[src/rtl/rf_writeback.sv]
// rf_writeback: write-side driver for the 32x32 register file.
//
// Retiring MEM results are held in a 2-entry in-order skid buffer. The head entry drives the
// register file write port. A per-register pending-write scoreboard lets decode detect RAW
// hazards against its register file reads.
//
// Optional feature macro: RF_BYPASS_FWD_EN
//   When defined, the commit value is forwarded to decode (fwd_* ports). A reader whose last
//   pending write is committing this cycle is then not stalled.
//
// Ports
//   clk, rst                    clock, synchronous active-high reset
//   mem_valid / mem_ready       MEM result handshake (ready = buffer not full)
//   mem_rd, mem_regwrite        destination register and write enable of the MEM result
//   mem_memtoreg                selects mem_load_data (1) or mem_alu_result (0)
//   mem_alu_result, mem_load_data  candidate result values
//   wb_stall                    hold commit this cycle
//   iss_valid / iss_ready       decode issue handshake (ready = destination counter not saturated)
//   iss_rd, iss_regwrite        issued destination and its write enable
//   read_reg_1/2, hazard_1/2    decode sources and their pending-write flags
//   write_reg, write_data, regWrite  register file write port
//   fwd_data_1/2, fwd_hit_1/2   commit-cycle bypass (RF_BYPASS_FWD_EN only)

module rf_writeback #(
    parameter int unsigned CNT_W = 2
) (
    input  logic        clk,
    input  logic        rst,
    input  logic        mem_valid,
    output logic        mem_ready,
    input  logic [4:0]  mem_rd,
    input  logic        mem_regwrite,
    input  logic        mem_memtoreg,
    input  logic [31:0] mem_alu_result,
    input  logic [31:0] mem_load_data,
    input  logic        wb_stall,
    input  logic        iss_valid,
    output logic        iss_ready,
    input  logic [4:0]  iss_rd,
    input  logic        iss_regwrite,
    input  logic [4:0]  read_reg_1,
    input  logic [4:0]  read_reg_2,
    output logic        hazard_1,
    output logic        hazard_2,
    output logic [4:0]  write_reg,
    output logic [31:0] write_data,
    output logic        regWrite
`ifdef RF_BYPASS_FWD_EN
    ,
    output logic [31:0] fwd_data_1,
    output logic [31:0] fwd_data_2,
    output logic        fwd_hit_1,
    output logic        fwd_hit_2
`endif
);

    localparam logic [CNT_W-1:0] CntMax = {CNT_W{1'b1}};
    localparam logic [CNT_W-1:0] CntOne = CNT_W'(1);

    typedef enum logic [1:0] {
        StEmpty,
        StOne,
        StTwo
    } buf_state_e;

    buf_state_e r_state;

    // Entry 0 is always the head; entry 1 only holds data in StTwo.
    logic [4:0]  r_head_rd;
    logic        r_head_rw;
    logic [31:0] r_head_data;
    logic [4:0]  r_tail_rd;
    logic        r_tail_rw;
    logic [31:0] r_tail_data;

    logic [CNT_W-1:0] r_cnt [32];

    logic        w_head_valid;
    logic        w_push;
    logic        w_pop;
    logic [31:0] w_push_data;
    logic        w_iss_fire;
    logic [CNT_W-1:0] w_cnt_1;
    logic [CNT_W-1:0] w_cnt_2;

    // ------------------------------------------------------------------
    // Skid buffer and commit
    // ------------------------------------------------------------------
    assign w_head_valid = (r_state != StEmpty);
    assign mem_ready    = (r_state != StTwo);
    assign w_push       = mem_valid && mem_ready;
    assign w_push_data  = mem_memtoreg ? mem_load_data : mem_alu_result;

    // A commit pops the head even when it does not write (regwrite=0 or rd=0).
    // Gating with rst drops the write in the very cycle reset is asserted.
    assign w_pop      = w_head_valid && !wb_stall && !rst;
    assign regWrite   = w_pop && r_head_rw && (r_head_rd != 5'd0);
    assign write_reg  = w_head_valid ? r_head_rd : 5'd0;
    assign write_data = w_head_valid ? r_head_data : 32'd0;

    always_ff @(posedge clk) begin
        if (rst) begin
            r_state     <= StEmpty;
            r_head_rd   <= 5'd0;
            r_head_rw   <= 1'b0;
            r_head_data <= 32'd0;
            r_tail_rd   <= 5'd0;
            r_tail_rw   <= 1'b0;
            r_tail_data <= 32'd0;
        end else begin
            unique case (r_state)
                StEmpty: begin
                    if (w_push) begin
                        r_head_rd   <= mem_rd;
                        r_head_rw   <= mem_regwrite;
                        r_head_data <= w_push_data;
                        r_state     <= StOne;
                    end
                end
                StOne: begin
                    if (w_push && w_pop) begin
                        r_head_rd   <= mem_rd;
                        r_head_rw   <= mem_regwrite;
                        r_head_data <= w_push_data;
                    end else if (w_push) begin
                        r_tail_rd   <= mem_rd;
                        r_tail_rw   <= mem_regwrite;
                        r_tail_data <= w_push_data;
                        r_state     <= StTwo;
                    end else if (w_pop) begin
                        r_state <= StEmpty;
                    end
                end
                StTwo: begin
                    // No push can arrive here: mem_ready is low while full.
                    if (w_pop) begin
                        r_head_rd   <= r_tail_rd;
                        r_head_rw   <= r_tail_rw;
                        r_head_data <= r_tail_data;
                        r_state     <= StOne;
                    end
                end
                default: r_state <= StEmpty;
            endcase
        end
    end

    // ------------------------------------------------------------------
    // Pending-write scoreboard
    // ------------------------------------------------------------------
    assign iss_ready  = !(iss_regwrite && (r_cnt[iss_rd] == CntMax));
    assign w_iss_fire = iss_valid && iss_ready && iss_regwrite && (iss_rd != 5'd0);

    always_ff @(posedge clk) begin
        if (rst) begin
            for (int r = 0; r < 32; r++) begin
                r_cnt[r] <= '0;
            end
        end else begin
            r_cnt[0] <= '0;
            for (int r = 1; r < 32; r++) begin
                // A commit to a register with no pending write is ignored (no underflow).
                if ((w_iss_fire && (iss_rd == 5'(r))) &&
                    !(regWrite && (write_reg == 5'(r)) && (r_cnt[r] != '0))) begin
                    r_cnt[r] <= r_cnt[r] + CntOne;
                end else if (!(w_iss_fire && (iss_rd == 5'(r))) &&
                             (regWrite && (write_reg == 5'(r)) && (r_cnt[r] != '0))) begin
                    r_cnt[r] <= r_cnt[r] - CntOne;
                end
            end
        end
    end

    assign w_cnt_1 = r_cnt[read_reg_1];
    assign w_cnt_2 = r_cnt[read_reg_2];

`ifdef RF_BYPASS_FWD_EN
    assign fwd_hit_1  = regWrite && (write_reg == read_reg_1) && (read_reg_1 != 5'd0);
    assign fwd_hit_2  = regWrite && (write_reg == read_reg_2) && (read_reg_2 != 5'd0);
    assign fwd_data_1 = write_data;
    assign fwd_data_2 = write_data;

    // The last outstanding write committing now is served by the bypass instead of a stall.
    assign hazard_1 = (read_reg_1 != 5'd0) && (w_cnt_1 != '0) &&
                      !(fwd_hit_1 && (w_cnt_1 == CntOne));
    assign hazard_2 = (read_reg_2 != 5'd0) && (w_cnt_2 != '0) &&
                      !(fwd_hit_2 && (w_cnt_2 == CntOne));
`else
    assign hazard_1 = (read_reg_1 != 5'd0) && (w_cnt_1 != '0);
    assign hazard_2 = (read_reg_2 != 5'd0) && (w_cnt_2 != '0);
`endif

endmodule
[config.mk]
export PLATFORM = sky130hd
export DESIGN_NAME = rf_writeback
export DESIGN_NICKNAME = d
export VERILOG_FILES = /design/src/rtl/rf_writeback.sv
export SDC_FILE = /design/constraint.sdc
export NUM_CORES = 1
export LEC_CHECK = 0
export ABC_CLOCK_PERIOD_IN_PS = 5600
export CORE_MARGIN = 2
export CORE_UTILIZATION = 35
export DETAILED_ROUTE_END_ITERATION = 10
export PLACE_DENSITY_LB_ADDON = 0.12
export SLEW_MARGIN = 20
export SYNTH_ARGS = -nofsm -noshare
export SYNTH_HDL_FRONTEND = slang
export SYNTH_SLANG_ARGS = --single-unit
export TNS_END_PERCENT = 5
[constraint.sdc]
create_clock -name clk -period 5.6 [get_ports clk]
set_clock_uncertainty 0.15 [all_clocks]
set_input_delay 1.68 -clock clk [delete_from_list [all_inputs] [get_ports clk]]
set_output_delay 1.68 -clock clk [all_outputs]
set_load 0.01 [all_outputs]
==> impl_results.md, run 1 <==
- Die Footprint: around 0.027 sq mm
- Final Slew Violations: 0
- Number of synthesized flops with an enable pin: between 60 and 70
- Iteration-0 DRC count of the detailed router: around 740
- Grt total ovfl: 0
- Crit end category: output port
- Core footprint: ~0.025 sq mm
- Initial core utilization: 0.358
- Cell Pwr Density: roughly 250 mW/mm^2
- Antenna diode count: 0
- # DRC: 0
- Post-synthesis cell area: about 0.0090 sq mm
- Crit Path Class: primary input to output port
- GPL Wtd Cong: 0.923
- Worst slew pin tran: roughly 1.0 ns
- Post-CTS setup buffers: 0
- Synth Register Bits: 140
- Startpoint types: primary input
- Detail Route Antenna Nets: 0
- Hold WS: roughly 0.33 ns
- Drt pass-1 iters: 5
- Reg2reg end: r_cnt[4][1]
- TritonCTS clock tree: yes
- Hold Path Stages: 2
- Setup TNS: 0 ns
- Final Critical Period: roughly 5.5 ns
- R2R Path Start: r_cnt[15][0]
- First-pass GRT wire length: 44,200 um
- Hold Crit Start: r_head_data[22]
- Final number of setup-violating endpoints: 0
- Final HPWL DP: 20,800 um
- Post-Layout Cell Count: 1,481
- Total CTS buffers: 17
- Worst slack at placement: -0.475 ns
- Seq/Total Area, Yosys: 0.379
- Worst-path fanout max: 5
- Total track usage: 0.212
- Worst r2r path cells: 6
- Yosys warns: 0
- Total power: 2.81 mW
- Clock Latency Late Sink: approximately 0.43 ns
- I/O pins: about 130
- Layout Utilization: 0.449
- Total vias in the final route: roughly 8,300
- Reg2Reg Setup Slack: about 2.4 ns
- WL final: about 28,000 um
- Worst IR drop on VDD: roughly 0.00015 V
- Hold Path Class: register to register
- Final Cycle Share: 0.989
- Largest net degree at the start of global routing: 77
- DP Cell Count: around 1,500
- Mapped Cells: between 1,000 and 1,500
- H-tree depth: 4
- FMAX: approximately 180 MHz
- Height of the die: 165 um
- Port bufs: ~130
- Via-to-Cell Ratio: ~5.6
- Placed cell area: 0.0108 sq mm
- MaxCap Viol Count: 0
- Syn-to-layout area delta: 25.7%
- Critical path arrival: around 3.7 ns
- Filler cell count: 2,567
- Clock slew at reported path FFs: roughly 0.070 ns
- Average cell area after synthesis: ~8.8 sq um
- RSZ-0062 raised after global routing: false
- Share of layout cells above drive strength 1: 0.113
- Synth cell types: between 50 and 60
- Worst path required time: about 3.8 ns
- Die width: 165 um
- P_leak: 4.15 nW
- # rows: 58
- Syn Nets: between 1,000 and 1,500
- Final Hold Fails: 0
- Dominant synthesized flop cell: dfxtp_1
- Run status: complete, no violations
- Hold EP: r_head_data[22]
- Antenna violations before repair: 0
- Final #Nets: between 1,000 and 1,500
- Final Instance Area: about 0.011 sq mm
- Slew Limit Headroom: 0.323
- CTS max path bufs: 2
- Final setup margin: around 0.061 ns
- Vias in the first global route: approximately 7,800
- Root buffer cell: clkbuf_16
- Clk sink count: 140
- Avg WL per Cell: about 19 um
- Async S/R FF share, synth: 0
## power by group
part | switching [mW] | leakage [nW] | internal, mW
Clock | 0.519 | 0.268 | 0.583
Sequential | 0.0614 | 1.27 | 1.13
Combinational | 0.273 | 2.61 | 0.239
Total | 0.853 | 4.15 | 1.95
## cell usage after synthesis (all sizes together) (7+ instances only)
cell type    n  area (sq um)
a2111oi     12           111
a211oi      70           526
a21oi       65           325
and2        41           257
buf         16          92.6
clkbuf      63           238
dfxtp       78          1560
edfxtp      62          1860
mux2i       57           571
mux4        33           743
nand2       70           263
nand3       36           180
nand4       20           125
nor2       201           754
nor2b        7          43.8
nor3        30           150
nor3b        7          52.6
o21ai       16          80.1
o41ai        7          61.3
or2          8          50.1
or3         16           100
xnor2       12           105
xor2        21           184
## logic make-up after synthesis
family | share of synthesized area
flip-flops | 0.379
multiplexers | 0.149
AND/OR/NAND/NOR | 0.237
AO/OA/AOI/OAI | 0.162
adder cells (fa/ha/maj) | 0.00139
XOR/XNOR | 0.0320
buffers and inverters | 0.0391
## routing by layer
layer | vias to the layer above | track usage | wire, um
li1 | 4015 | - | -
met1 | 3896 | 0.280 | 12700
met2 | 327 | 0.335 | 12800
met3 | 50 | 0.0598 | 2370
met4 | 0 | 0.0696 | 618
met5 | - | 0 | 0
## what timing repair did
action                                  CTS  global route
pin swaps                                 0             1
endpoints found under the setup margin    3             3
resized for setup                        10             9
hold buffers                              0             0
## layout make-up
| type | instances | area (sq um) | area share |
|---|---|---|---|
| clock buffer | 17 | 425 | 0.0375 |
| clock inverter | 14 | 125 | 0.0110 |
| inverter | 6 | 22.5 | 0.00199 |
| multi-input combinational | 800 | 5280 | 0.465 |
| sequential | 140 | 3420 | 0.302 |
| tap | 330 | 413 | 0.0364 |
| timing repair buffer | 174 | 1660 | 0.146 |
## critical path, cell delays in order
cell and delay (ns):
clkdlybuf4s50_1 0.48, buf_6 0.14, mux4_2 0.53, mux4_2 0.50
nand2_2 0.12, o21ai_2 0.06, nand2_1 0.07, buf_2 0.12
## worst max path at each step
stage / startpoint / to / cells after the start
2_1_floorplan: iss_rd[0] / iss_ready / 7
3_3_place_gp: iss_rd[1] / iss_ready / 9
3_5_place_dp: iss_rd[1] / iss_ready / 9
4_1_cts: iss_rd[1] / iss_ready / 9
5_1_grt: iss_rd[0] / iss_ready / 8
6_report: iss_rd[0] / iss_ready / 8
## flip-flops by register name, summed over array words and instances (netlist names)
register and flops:
r_cnt 62, r_head_data 32, r_tail_data 32, r_head_rd 5, r_tail_rd 5, r_state 2, r_head_rw 1, r_tail_rw 1
## cells in the final DEF (no fill, tap or decap), types with 6 or more instances in the layout
cell type	Yosys	layout
edfxtp_1	62	62
a21oi_1	65	64
mux2i_1	57	57
nor3_1	30	30
o31ai_1	6	6
nor2b_1	7	7
xor2_1	21	21
inv_6	0	6
or2_2	8	8
nand4_1	20	20
nor3b_1	7	6
or3_1	16	16
nor4_1	6	6
clkbuf_16	0	17
mux4_2	33	33
xnor2_1	12	12
o21ai_0	14	13
a211oi_1	70	70
nand3_1	36	36
dfxtp_1	78	78
a2111oi_0	7	7
nand2_1	70	69
o41ai_1	7	7
and2_1	40	40
nor2_1	201	201
buf_4	1	37
clkdlybuf4s50_1	0	127
Note: power is estimated with default switching activity, not from simulation.
==> run 2, diff against run 1 <==
Settings changed: CORE_MARGIN 2 to not set.
==> run 2 against run 1 <==
Net effect: core utilization up 0.12 points; first-iteration DRC count fell by 11%; clock-buffer cell count unchanged; flip-flop and latch count unchanged; global-route usage is 0.42 points higher; register-to-register slack lost 0.03 ns; clock power is essentially flat; worst setup slack better by 0.0072 ns; worst hold slack gained 0.0016 ns; critical path depth fell by 2; total power increased by 0.95%; maximum frequency is 0.13% higher.
==> impl_results.md, run 2 (synthesis gave the netlist of run 1 again) <==
- Run status: complete, no violations
- GPL Wtd Cong: 0.922 (-0.14%)
- Post-Layout Cell Count: 1,481 (unchanged)
- Largest net degree at the start of global routing: 78 (+1.3%)
- Worst slack at placement: -0.445 ns (+0.0296 ns)
- Avg WL per Cell: 18.8 um (-2.0%)
- Antenna diode count: 0 (unchanged)
- Cell Pwr Density: 249 mW/mm^2 (+0.67%)
- Hold Crit Start: r_head_data[26]
- First-pass GRT wire length: 44,400 um (+0.28%)
- Worst path required time: 3.77 ns (about the same)
- Grt total ovfl: 0 (unchanged)
- CTS max path bufs: 2 (unchanged)
- Final number of setup-violating endpoints: 0 (unchanged)
- Hold EP: r_head_data[26]
- R2R Path Start: r_cnt[4][1]
- Total power: 2.84 mW (+0.95%)
- DP Cell Count: 1,449 (-0.069%)
- Filler cell count: 2,512 (-2.1%)
- Crit-path slowest cell: clkdlybuf4s50_1
- Initial core utilization: 0.358 (unchanged)
- Clock Latency Late Sink: 0.43 ns (about the same)
- Vias in the first global route: 7,902 (+0.89%)
- Worst path max stage delay: 0.51 ns (-0.02 ns)
- # rows: 58 (unchanged)
- Total vias in the final route: 8,303 (+0.18%)
- Iteration-0 DRC count of the detailed router: 651 (-11%)
- Clk sink count: 140 (unchanged)
- Syn-to-layout area delta: 26.0%
- Detail Route Antenna Nets: 0 (unchanged)
- Final Instance Area: 0.0114 sq mm (+0.28%)
- WL final: 27,900 um (-2.0%)
- Worst IR drop on VDD: 0.000162 V (+9.3%)
- MaxCap Viol Count: 0 (unchanged)
- Port bufs: 133 (unchanged)
- Final Cycle Share: 0.988 (-0.00128)
- Final Critical Period: 5.53 ns (-0.00715 ns)
- P_leak: 4.17 nW (+0.42%)
- Largest register FFs: 62 (unchanged)
- Placed cell area: 0.0108 sq mm (about the same)
- H-tree depth: 4 (unchanged)
- Final HPWL DP: 20,600 um (-0.87%)
- # DRC: 0 (unchanged)
- Antenna violations before repair: 0 (unchanged)
- Critical path arrival: 3.70 ns (about the same)
- Total track usage: 0.216 (+0.00421)
- Layout Utilization: 0.450 (+0.00124)
- Reg2reg end: r_cnt[4][1]
- Height of the die: 163 um (-1.2%)
- Commonest non-fill, non-tap cell in the layout: nor2_1
- FMAX: 181 MHz (+0.13%)
- Worst-path cell chain: clkdlybuf4s50_1 > buf_12 > mux4_2 > mux4_2 > mux2i_1 > clkdlybuf4s15_1
- Crit Path Class: primary input to output port
- Hold WS: 0.330 ns (+0.00161 ns)
- Final Slew Violations: 0 (unchanged)
- Reg2Reg Setup Slack: 2.41 ns (-0.03 ns)
- Final setup margin: 0.0685 ns (+0.00715 ns)
- Registers with the most flip-flops: r_cnt (62), r_head_data (32), r_tail_data (32)
- Root buffer cell: clkbuf_16
- Worst slew pin tran: 0.911 ns (-0.0988 ns)
- Hold Path Class: register to register
- Clock slew at reported path FFs: 0.07 ns (about the same)
- Core footprint: 0.0253 sq mm (unchanged)
- Total CTS buffers: 17 (unchanged)
- Setup TNS: 0 ns (unchanged)
- Worst-path fanout max: 9 (+4)
- CP most frequent cell: mux4_2
- Die width: 163 um (-1.2%)
- Commonest cells after routing, fill and taps aside: nor2_1, clkdlybuf4s50_1, dfxtp_1
- Worst r2r path cells: 7 (+1)
- Die Footprint: 0.0264 sq mm (-2.4%)
- TritonCTS clock tree: yes
- Slew Limit Headroom: 0.393 (+0.0700)
- Share of layout cells above drive strength 1: 0.112 (-0.000869)
- I/O pins: 134 (unchanged)
- RSZ-0062 raised after global routing: false
- Crit end category: output port
- Startpoint types: primary input
- Biggest register: r_cnt
- Final #Nets: 1,232 (unchanged)
- Via-to-Cell Ratio: 5.61 (+0.18%)
- Final Hold Fails: 0 (unchanged)
- Drt pass-1 iters: 5 (unchanged)
- Hold Path Stages: 2 (unchanged)
## run 2: worst max path at each step
stage / to / slack, ns / startpoint / cells after the start
detailed placement: iss_ready / -0.45 / iss_rd[1] / 9
finish: hazard_2 / 0.07 / read_reg_2[2] / 6
floorplan: iss_ready / 0.42 / iss_rd[0] / 7
global route: hazard_2 / 0.004 / read_reg_2[2] / 6
CTS: iss_ready / -0.09 / iss_rd[1] / 9
global placement: iss_ready / -0.42 / iss_rd[1] / 9
## run 2: layout make-up
class                           count  area, sq um  area share
Clock buffer                       17          425      0.0374
Multi-Input combinational cell    800         5280       0.464
Tap cell                          330          413      0.0363
Timing Repair Buffer              174         1670       0.147
Sequential cell                   140         3420       0.301
Clock inverter                     14          149      0.0131
Inverter                            6         22.5     0.00198
## run 2: repair_timing
| item | in CTS | in global routing |
|---|---|---|
| gates resized for setup | 9 | 6 |
| endpoints found under the setup margin | 3 | 2 |
| cloned | 0 | 0 |
| pin swaps | 0 | 2 |
| setup buffers | 0 | 1 |
| hold buffers | 0 | 0 |
## run 2: per-layer routing
| layer | global-route usage | up-vias | routed length (um) |
|---|---|---|---|
| li1 | - | 4024 | - |
| met1 | 0.293 | 3893 | 12400 |
| met2 | 0.346 | 338 | 12800 |
| met3 | 0.0425 | 48 | 2220 |
| met4 | 0.0663 | 0 | 525 |
| met5 | 0 | - | 0 |
## run 2: power by group
part	leakage, nW	switching, mW	internal (mW)
clock	0.280	0.536	0.594
sequential	1.27	0.0615	1.13
combinational	2.62	0.270	0.241
total	4.17	0.868	1.97
## run 2: critical path: cells and delay by family
family                 cells  cell delay, ns
buffers and inverters      3            0.90
muxes                      3            1.12
==> run 3, diff against run 2 <==
Settings changed: CAP_MARGIN set to 20, CORE_ASPECT_RATIO set to 1.4, SLEW_MARGIN 20 to not set.
==> run 3 against run 2 <==
Net effect: worst setup slack worse by 0.0032 ns; total power up 0.34%; global-route usage rose by 0.80 points; core utilization is 0.29 points lower; register-to-register slack improved by 0.13 ns; critical endpoint is now hazard_1; largest power group unchanged.
==> impl_results.md, run 3 (synthesis gave the netlist of run 1 again) <==
- # DRC: 0 (unchanged)
- Syn-to-layout area delta: 25.8%
- P_leak: 4.17 nW (about the same)
- Combinational share of power: 0.180 (about the same)
- H-tree depth: 4 (unchanged)
- CP most frequent cell: mux4_2
- Hold Path Class: register to register
- Drt pass-1 iters: 5 (unchanged)
- Total track usage: 0.224 (+0.00801)
- Slew Limit Headroom: 0.323 (-0.0700)
- I/O pins: 134 (unchanged)
- Die width: 138 um (-15%)
- Crit Path Class: primary input to output port
- Via-to-Cell Ratio: 5.72 (+2.0%)
- Worst-path fanout max: 7 (-2)
- Antenna violations before repair: 0 (unchanged)
- Net Sw Frac: 0.291 (-0.0152)
- Die Footprint: 0.0265 sq mm (about the same)
- Worst IR drop on VDD: 0.000208 V (+28%)
- CTS max path bufs: 2 (unchanged)
- Grt total ovfl: 0 (unchanged)
- # rows: 69 (+19%)
- Hold EP: r_head_data[0]
- Commonest non-fill, non-tap cell in the layout: nor2_1
- Sw power: 0.827 mW (-4.6%)
- Root buffer cell: clkbuf_16
- First-pass GRT wire length: 44,500 um (+0.30%)
- Final Critical Period: 5.53 ns (+0.00319 ns)
- Clock slew at reported path FFs: 0.06 ns (about the same)
- Final number of setup-violating endpoints: 0 (unchanged)
- Commonest cells after routing, fill and taps aside: nor2_1, clkdlybuf4s50_1, dfxtp_1
- Detail Route Antenna Nets: 0 (unchanged)
- Avg WL per Cell: 19.4 um (+2.8%)
- Startpoint types: primary input
- Height of the die: 192 um (+18%)
- Worst-path cell chain: clkdlybuf4s50_1 > buf_4 > mux4_2 > mux4_2 > a21oi_1 > clkdlybuf4s15_1
- Sequential Power Share: 0.420 (about the same)
- MaxCap Viol Count: 0 (unchanged)
- Largest net degree at the start of global routing: 90 (+15%)
- Critical path arrival: 3.70 ns (about the same)
- Iteration-0 DRC count of the detailed router: 526 (-19%)
- Run status: complete, no violations
- Hold Crit Start: r_head_data[0]
- Largest register FFs: 62 (unchanged)
- Placed cell area: 0.0108 sq mm (-0.13%)
- Registers with the most flip-flops: r_cnt (62), r_head_data (32), r_tail_data (32)
- Total vias in the final route: 8,409 (+1.3%)
- TritonCTS clock tree: yes
- Clk pwr share: 0.400 (about the same)
- Worst r2r path cells: 6 (-1)
- Final setup margin: 0.0653 ns (-0.00319 ns)
- Biggest register: r_cnt
- Crit end category: output port
- Cell Pwr Density: 250 mW/mm^2 (+0.48%)
- Port bufs: 133 (unchanged)
- Vias in the first global route: 7,960 (+0.73%)
- Internal power: 2.02 mW (+2.5%)
- Total CTS buffers: 17 (unchanged)
- Crit-path slowest cell: mux4_2
- Final HPWL DP: 21,300 um (+3.2%)
- Hold buffers post-CTS: 0 (unchanged)
- GPL Wtd Cong: 0.934 (+1.3%)
- Worst path required time: 3.77 ns (about the same)
- RSZ-0062 raised after global routing: false
- Antenna diode count: 0 (unchanged)
- Reg2reg end: r_cnt[4][1]
- WL final: 28,500 um (+2.1%)
- R2R Path Start: r_cnt[15][0]
- Clock Latency Late Sink: 0.44 ns (about the same)
- Initial core utilization: 0.356 (-0.00180)
- FMAX: 181 MHz (about the same)
- Setup TNS: 0 ns (unchanged)
- Reg2Reg Setup Slack: 2.54 ns (+0.13 ns)
- Share of layout cells above drive strength 1: 0.114 (+0.00164)
- Worst path max stage delay: 0.51 ns (about the same)
- Final Cycle Share: 0.988 (about the same)
- Final Hold Fails: 0 (unchanged)
- Core footprint: 0.0254 sq mm (+0.51%)
- Worst slack at placement: -0.426 ns (+0.0190 ns)
- Clk sink count: 140 (unchanged)
- Worst slew pin tran: 1.02 ns (+0.105 ns)
- Hold WS: 0.327 ns (-0.00376 ns)
- Final #Nets: 1,232 (unchanged)
- Hold Path Stages: 2 (unchanged)
- Final Slew Violations: 0 (unchanged)
- Total power: 2.84 mW (+0.34%)
- Final Instance Area: 0.0114 sq mm (-0.14%)
run 3: cell types whose count changed in the layout (fill, tap and decap cells not counted), moves of 2 or more:
cell,change
clkinv_8,-2
clkinv_4,+2
inv_8,-4
clkbuf_8,+2
run 3: layout make-up:
| cell class | instances | area [sq um] |
|---|---|---|
| Clock buffer | 19 | 453 |
| Clock inverter | 13 | 130 |
| Fill cell | 2521 | 14000 |
| Inverter | 6 | 22.5 |
| Multi-Input combinational cell | 800 | 5280 |
| Sequential cell | 140 | 3420 |
| Tap cell | 319 | 399 |
| Timing Repair Buffer | 174 | 1650 |
run 3: how the worst max path moves through the flow:
stage / from / to / slack, ns / cells after the start
floorplan: iss_rd[0] / iss_ready / 0.42 / 7
global placement: iss_rd[1] / iss_ready / -0.43 / 9
detailed placement: iss_rd[1] / iss_ready / -0.43 / 9
CTS: iss_rd[1] / iss_ready / -0.08 / 9
global route: read_reg_1[4] / hazard_1 / 0.008 / 6
finish: read_reg_1[4] / hazard_1 / 0.07 / 6
run 3: repair_timing:
action	in CTS	in global routing
setup buffers	0	1
hold endpoints to repair	0	0
setup endpoints to repair	3	3
resized for setup	9	7
pin swaps	0	1
run 3: metrics by stage:
step,std cells,utilization
detailed placement,1438,0.424
floorplan,1025,-
finish,1471,0.448
global placement,1438,0.424
global route,1471,0.448
CTS,1470,0.447
run 3: critical path, delay by kind of cell:
family | cells | cell delay (ns)
AO/OA/AOI/OAI | 1 | 0.16
buffers and inverters | 3 | 0.89
multiplexers | 2 | 0.98
run 3: power by group through the flow:
stage | logic [mW] | registers (mW) | clock network [mW]
6_report | 0.512 | 1.19 | 1.14
3_3_place_gp | 0.508 | 1.22 | 0
5_1_grt | 0.563 | 1.20 | 1.20
3_5_place_dp | 0.513 | 1.22 | 0
4_1_cts | 0.514 | 1.19 | 1.17
2_1_floorplan | 0.321 | 1.19 | 0
run 3: routing by layer:
layer / global-route usage / vias up / wire [um]
li1: - / 4015 / -
met3: 0.0538 / 57 / 1880
met5: 0 / - / 0
met4: 0.0987 / 0 / 960
met1: 0.268 / 4011 / 11500
met2: 0.378 / 326 / 14100
